**src/rtl/imem_fetch.sv**
```systemverilog
// imem_fetch: Hack CPU instruction fetch responder.
// Takes PC-side address requests and issues reads to a synchronous ROM.
// Returned words go into a small in-order FIFO, which feeds decode over valid/ready.
// flush drops the in-flight read and every buffered entry.
// Optional feature: define FETCH_BOUNDS_CHECK_EN to turn addresses >= ROM_DEPTH
// into fault entries (instr=0, fault=1) without strobing the ROM.
module imem_fetch #(
    parameter int ADDR_W     = 15,
    parameter int DATA_W     = 16,
    parameter int ROM_DEPTH  = 32768,
    parameter int FIFO_DEPTH = 2
) (
    input  logic              clk,
    input  logic              reset_n,
    input  logic              req_valid,
    input  logic [ADDR_W-1:0] req_addr,
    output logic              req_ready,
    input  logic              flush,
    output logic              rom_en,
    output logic [ADDR_W-1:0] rom_addr,
    input  logic [DATA_W-1:0] rom_data,
    output logic              instr_valid,
    input  logic              instr_ready,
    output logic [DATA_W-1:0] instr,
    output logic [ADDR_W-1:0] instr_addr,
    output logic              fault
);

    localparam int PTR_W = (FIFO_DEPTH > 1) ? $clog2(FIFO_DEPTH) : 1;
    localparam int CNT_W = $clog2(FIFO_DEPTH + 1);

    typedef struct packed {
        logic [DATA_W-1:0] instr;
        logic [ADDR_W-1:0] addr;
        logic              fault;
    } entry_t;

    logic              pending;
    logic [ADDR_W-1:0] pend_addr;
    logic              pend_fault;

    entry_t            mem [FIFO_DEPTH];
    logic [PTR_W-1:0]  rd_ptr, wr_ptr;
    logic [CNT_W-1:0]  count;
    entry_t            head;

    logic              pop, accept, wr_en, req_oob;
    logic [CNT_W:0]    used;

    function automatic logic [PTR_W-1:0] ptr_inc(input logic [PTR_W-1:0] p);
        return (p == PTR_W'(FIFO_DEPTH - 1)) ? '0 : p + 1'b1;
    endfunction

`ifdef FETCH_BOUNDS_CHECK_EN
    // Out-of-range fetches are accepted but never reach the ROM.
    assign req_oob = ({1'b0, req_addr} >= (ADDR_W + 1)'(ROM_DEPTH));
`else
    assign req_oob = 1'b0;
`endif

    assign instr_valid = (count != '0);
    assign pop         = instr_valid && instr_ready;

    // Credits: buffered + in-flight, minus a same-cycle pop, must leave a free slot.
    // pop implies count >= 1, so the subtraction cannot underflow.
    assign used      = {1'b0, count} + (CNT_W + 1)'(pending) - (CNT_W + 1)'(pop);
    assign req_ready = reset_n && !flush && (used < (CNT_W + 1)'(FIFO_DEPTH));
    assign accept    = req_valid && req_ready;

    assign rom_en   = accept && !req_oob;
    assign rom_addr = req_addr;

    // The ROM word for last cycle's accept lands in the FIFO unless flushed.
    assign wr_en = pending && !flush;

    assign head       = mem[rd_ptr];
    assign instr      = head.instr;
    assign instr_addr = head.addr;
    assign fault      = head.fault;

    // Track the single read in flight and its address tag.
    always_ff @(posedge clk or negedge reset_n) begin
        if (!reset_n) begin
            pending    <= 1'b0;
            pend_addr  <= '0;
            pend_fault <= 1'b0;
        end else if (flush) begin
            pending    <= 1'b0;
        end else begin
            pending <= accept;
            if (accept) begin
                pend_addr  <= req_addr;
                pend_fault <= req_oob;
            end
        end
    end

    // In-order output FIFO; flush empties it without touching storage.
    always_ff @(posedge clk or negedge reset_n) begin
        if (!reset_n) begin
            rd_ptr <= '0;
            wr_ptr <= '0;
            count  <= '0;
            for (int i = 0; i < FIFO_DEPTH; i++) mem[i] <= '0;
        end else if (flush) begin
            rd_ptr <= '0;
            wr_ptr <= '0;
            count  <= '0;
        end else begin
            if (wr_en) begin
                mem[wr_ptr].instr <= pend_fault ? '0 : rom_data;
                mem[wr_ptr].addr  <= pend_addr;
                mem[wr_ptr].fault <= pend_fault;
                wr_ptr            <= ptr_inc(wr_ptr);
            end
            if (pop) rd_ptr <= ptr_inc(rd_ptr);
            count <= count + CNT_W'(wr_en) - CNT_W'(pop);
        end
    end

endmodule

```
**config.mk**
```make
export PLATFORM = sky130hd
export DESIGN_NAME = imem_fetch
export DESIGN_NICKNAME = d
export VERILOG_FILES = /design/src/rtl/imem_fetch.sv
export SDC_FILE = /design/constraint.sdc
export NUM_CORES = 1
export LEC_CHECK = 0
export CORE_UTILIZATION = 25
export DETAILED_ROUTE_END_ITERATION = 6
export DONT_BUFFER_PORTS = 1
export HOLD_SLACK_MARGIN = 0.06
export PLACE_DENSITY = 0.5
export SLEW_MARGIN = 10
export SYNTH_ARGS = -nofsm -noshare
export SYNTH_HDL_FRONTEND = slang
export SYNTH_SLANG_ARGS = --single-unit
```
**constraint.sdc**
```tcl
create_clock -name clk -period 2.35 [get_ports clk]
set_clock_uncertainty 0.05 [all_clocks]
set_input_delay 0.47 -clock clk [delete_from_list [all_inputs] [get_ports clk]]
set_output_delay 0.47 -clock clk [all_outputs]
set_load 0.02 [all_outputs]
```
==> impl_metrics.env <==
export IMPL_clockRootBuffer="clkbuf_16"
export IMPL_cts_inserted_buffers=9
export IMPL_grtUsageMet1=0.121
export IMPL_ctsHtreeMaxLevel=3
export IMPL_path_max_fanout=8
export IMPL_max_freq_ghz=0.376
export IMPL_ys_warn_count=0
export IMPL_drtIter0Drc=38
export IMPL_drc=0
export IMPL_period_minus_slack_ns=2.66
export IMPL_grt_pass1_vias=1969
export IMPL_status="finished with violations"
export IMPL_worstPathArrival_ns=2.14
export IMPL_setup_viol=10
export IMPL_coreArea_um2=14100
export IMPL_setup_tns_ns=-1.14
export IMPL_power_mw=5.96
export IMPL_worst_slack_ns=-0.313
export IMPL_drive_gt1_frac=0.600
export IMPL_grt_use_total=0.107
export IMPL_ys_ff_latch=82
export IMPL_num_rows=43
export IMPL_synth_distinct_cells=26
export IMPL_final_area_um2=4280
export IMPL_dominantRegCellSynth="dfrtp_1"
export IMPL_grt_ovfl_total=0
export IMPL_grt_pass1_wl_um=11300
export IMPL_drtPass1Iterations=3
export IMPL_min_path_type="input pin to asynchronous set/reset pin"
export IMPL_cts_tree="built"
export IMPL_ir_drop_v=0.000415
export IMPL_synth_edff_count=0
export IMPL_synth_fp_nets=283
export IMPL_avgSynthCellArea_um2=15.0
export IMPL_top_usage_layer="met2"
export IMPL_startpoint_type="flip-flop"
export IMPL_initial_core_util=0.260
export IMPL_use_met2=0.171
export IMPL_syn_inst=244
export IMPL_rsz0062_at_grt="yes"
export IMPL_violations="hold timing, setup timing"
export IMPL_grt_max_degree=84
export IMPL_critical_path_class="flip-flop to output port"
export IMPL_power_density_nw_per_um2=1390
export IMPL_clk_pin_slew_ns=0.06
export IMPL_period_share=1.13
export IMPL_port_buffers=0
export IMPL_dpl_hpwl_um=4510
export IMPL_hold_viol_final=82
export IMPL_crit_path_end_kind="output port"
export IMPL_area_delta_synth_final_pct=17.0
export IMPL_ioPinCount=86
export IMPL_cts_buffer_depth=2
export IMPL_wl_per_cell_um=17.2
export IMPL_grtUsageMet3=0.0369
export IMPL_wirelength_um=7320
export IMPL_ant_nets=0
export IMPL_leakagePower_nw=1.91
export IMPL_cp_data_required_time_ns=1.83
export IMPL_synthArstFlopShare=1.00
export IMPL_yosysSeqAreaShare=0.561
export IMPL_viasPerCell=4.38
export IMPL_cts_sinks=82
export IMPL_fin_nets=279
export IMPL_hold_ws_ns=-0.236
export IMPL_diodes=0
export IMPL_dpl_cell_area_um2=3840
export IMPL_num_vias=1863
export IMPL_die_w_um=123
export IMPL_die_area_um2=15100
export IMPL_maxCapViolCount=0
export IMPL_die_h_um=123
export IMPL_place_congestion=0.709
export IMPL_slew_viol_final=0
export IMPL_clk_latency_ns=0.34
export IMPL_grt_antenna_before_repair=0
export IMPL_syn_area_um2=3660
Yosys cell counts, types with 2 or more instances:
| master | n | area (µm²) |
|---|---|---|
| xor2_1 | 2 | 17.5 |
| mux2_2 | 107 | 1200 |
| buf_1 | 3 | 11.3 |
| buf_4 | 17 | 128 |
| dfrtp_1 | 82 | 2050 |
| nor2_1 | 4 | 15.0 |
| buf_2 | 6 | 30.0 |
| xnor2_1 | 3 | 26.3 |
| nor2b_1 | 2 | 12.5 |
| ha_1 | 2 | 25.0 |
cells in the final DEF, fill, tap and decap left out, types with 2 or more instances in the layout:
| cell | netlist | final |
|---|---|---|
| clkinv_2 | 0 | 2 |
| mux2_2 | 107 | 99 |
| nor2_1 | 4 | 3 |
| nor2b_1 | 2 | 2 |
| buf_4 | 17 | 8 |
| ha_1 | 2 | 2 |
| dfrtp_2 | 0 | 2 |
| buf_12 | 0 | 3 |
| clkbuf_16 | 0 | 9 |
| bufinv_16 | 0 | 3 |
| mux2_4 | 0 | 8 |
| clkbuf_8 | 0 | 2 |
| dfrtp_1 | 82 | 80 |
| xnor2_1 | 3 | 3 |
through the flow:
stage / hold WS, ns / cells / setup slack (ns) / util
after floorplan: 0.124 / 244 / -0.122 / -
after global placement: 0.126 / 406 / -0.0140 / 0.272
after detailed placement: 0.126 / 406 / -0.0128 / 0.272
after CTS: -0.254 / 424 / -0.344 / 0.303
after global routing: -0.257 / 425 / -0.431 / 0.304
final: -0.236 / 425 / -0.313 / 0.304
worst max-delay path, cell delays in order, from the launching register on:
cell and delay (ns):
dfrtp_1 0.38, and3b_2 0.28, o21ai_2 0.07, fa_2 0.53, nand2_2 0.07, nor4b_4 0.28, buf_12 0.19
timing repair:
item,in CTS,in global routing
resized for setup,12,0
pin swaps,2,0
endpoints found under the hold margin,82,82
buffers inserted,1,1
endpoints found under the setup margin,2,17
cloned,1,0
layout make-up:
class / instances / area (µm²)
clock inverter: 5 / 100
fill: 1402 / 9820
sequential: 82 / 2050
tap: 180 / 225
multi-input combinational: 133 / 1490
inverter: 1 / 3.75
clock buffer: 11 / 253
timing repair buffer: 13 / 159
final timing paths:
path | startpoint | endpoint | slack (ns) | depth (start not counted)
max | count[0] | rom_en | -0.31 | 6
max reg2reg | count[0] | pend_addr[2] | -0.08 | 8
min reg2reg | mem[26] | mem[26] | 0.45 | 1
min in group clk | flush | count[1] | 0.13 | 1
max in group asynchronous | reset_n | rd_ptr | 2.34 | 0
min | reset_n | mem[21] | -0.24 | 0
power by group:
group          switching (mW)  internal, mW  total (mW)
sequential              0.348          2.01        2.36
clock                   0.576          1.09        1.67
combinational           0.957         0.972        1.93
layer usage:
metal | vias to the layer above | wire [µm]
met5 | - | 0
met4 | 0 | 194
met3 | 13 | 456
met2 | 50 | 3660
met1 | 966 | 3000
li1 | 834 | -
registers in the layout, indices dropped and copies added, names as in the netlist:
signal	flops
pending	1
mem	62
wr_ptr	1
count	2
rd_ptr	1
pend_addr	15
kinds of logic after synthesis:
group | after synthesis | synth area share
xor+xnor | 5 | 0.0120
simple gates | 14 | 0.0270
buf+inv | 29 | 0.0513
compound gates | 2 | 0.00342
mux | 108 | 0.332
other cells | 1 | 0.00102
flops | 82 | 0.561
fa+ha+maj | 3 | 0.0123
Note: power is estimated with default switching activity, not from simulation.
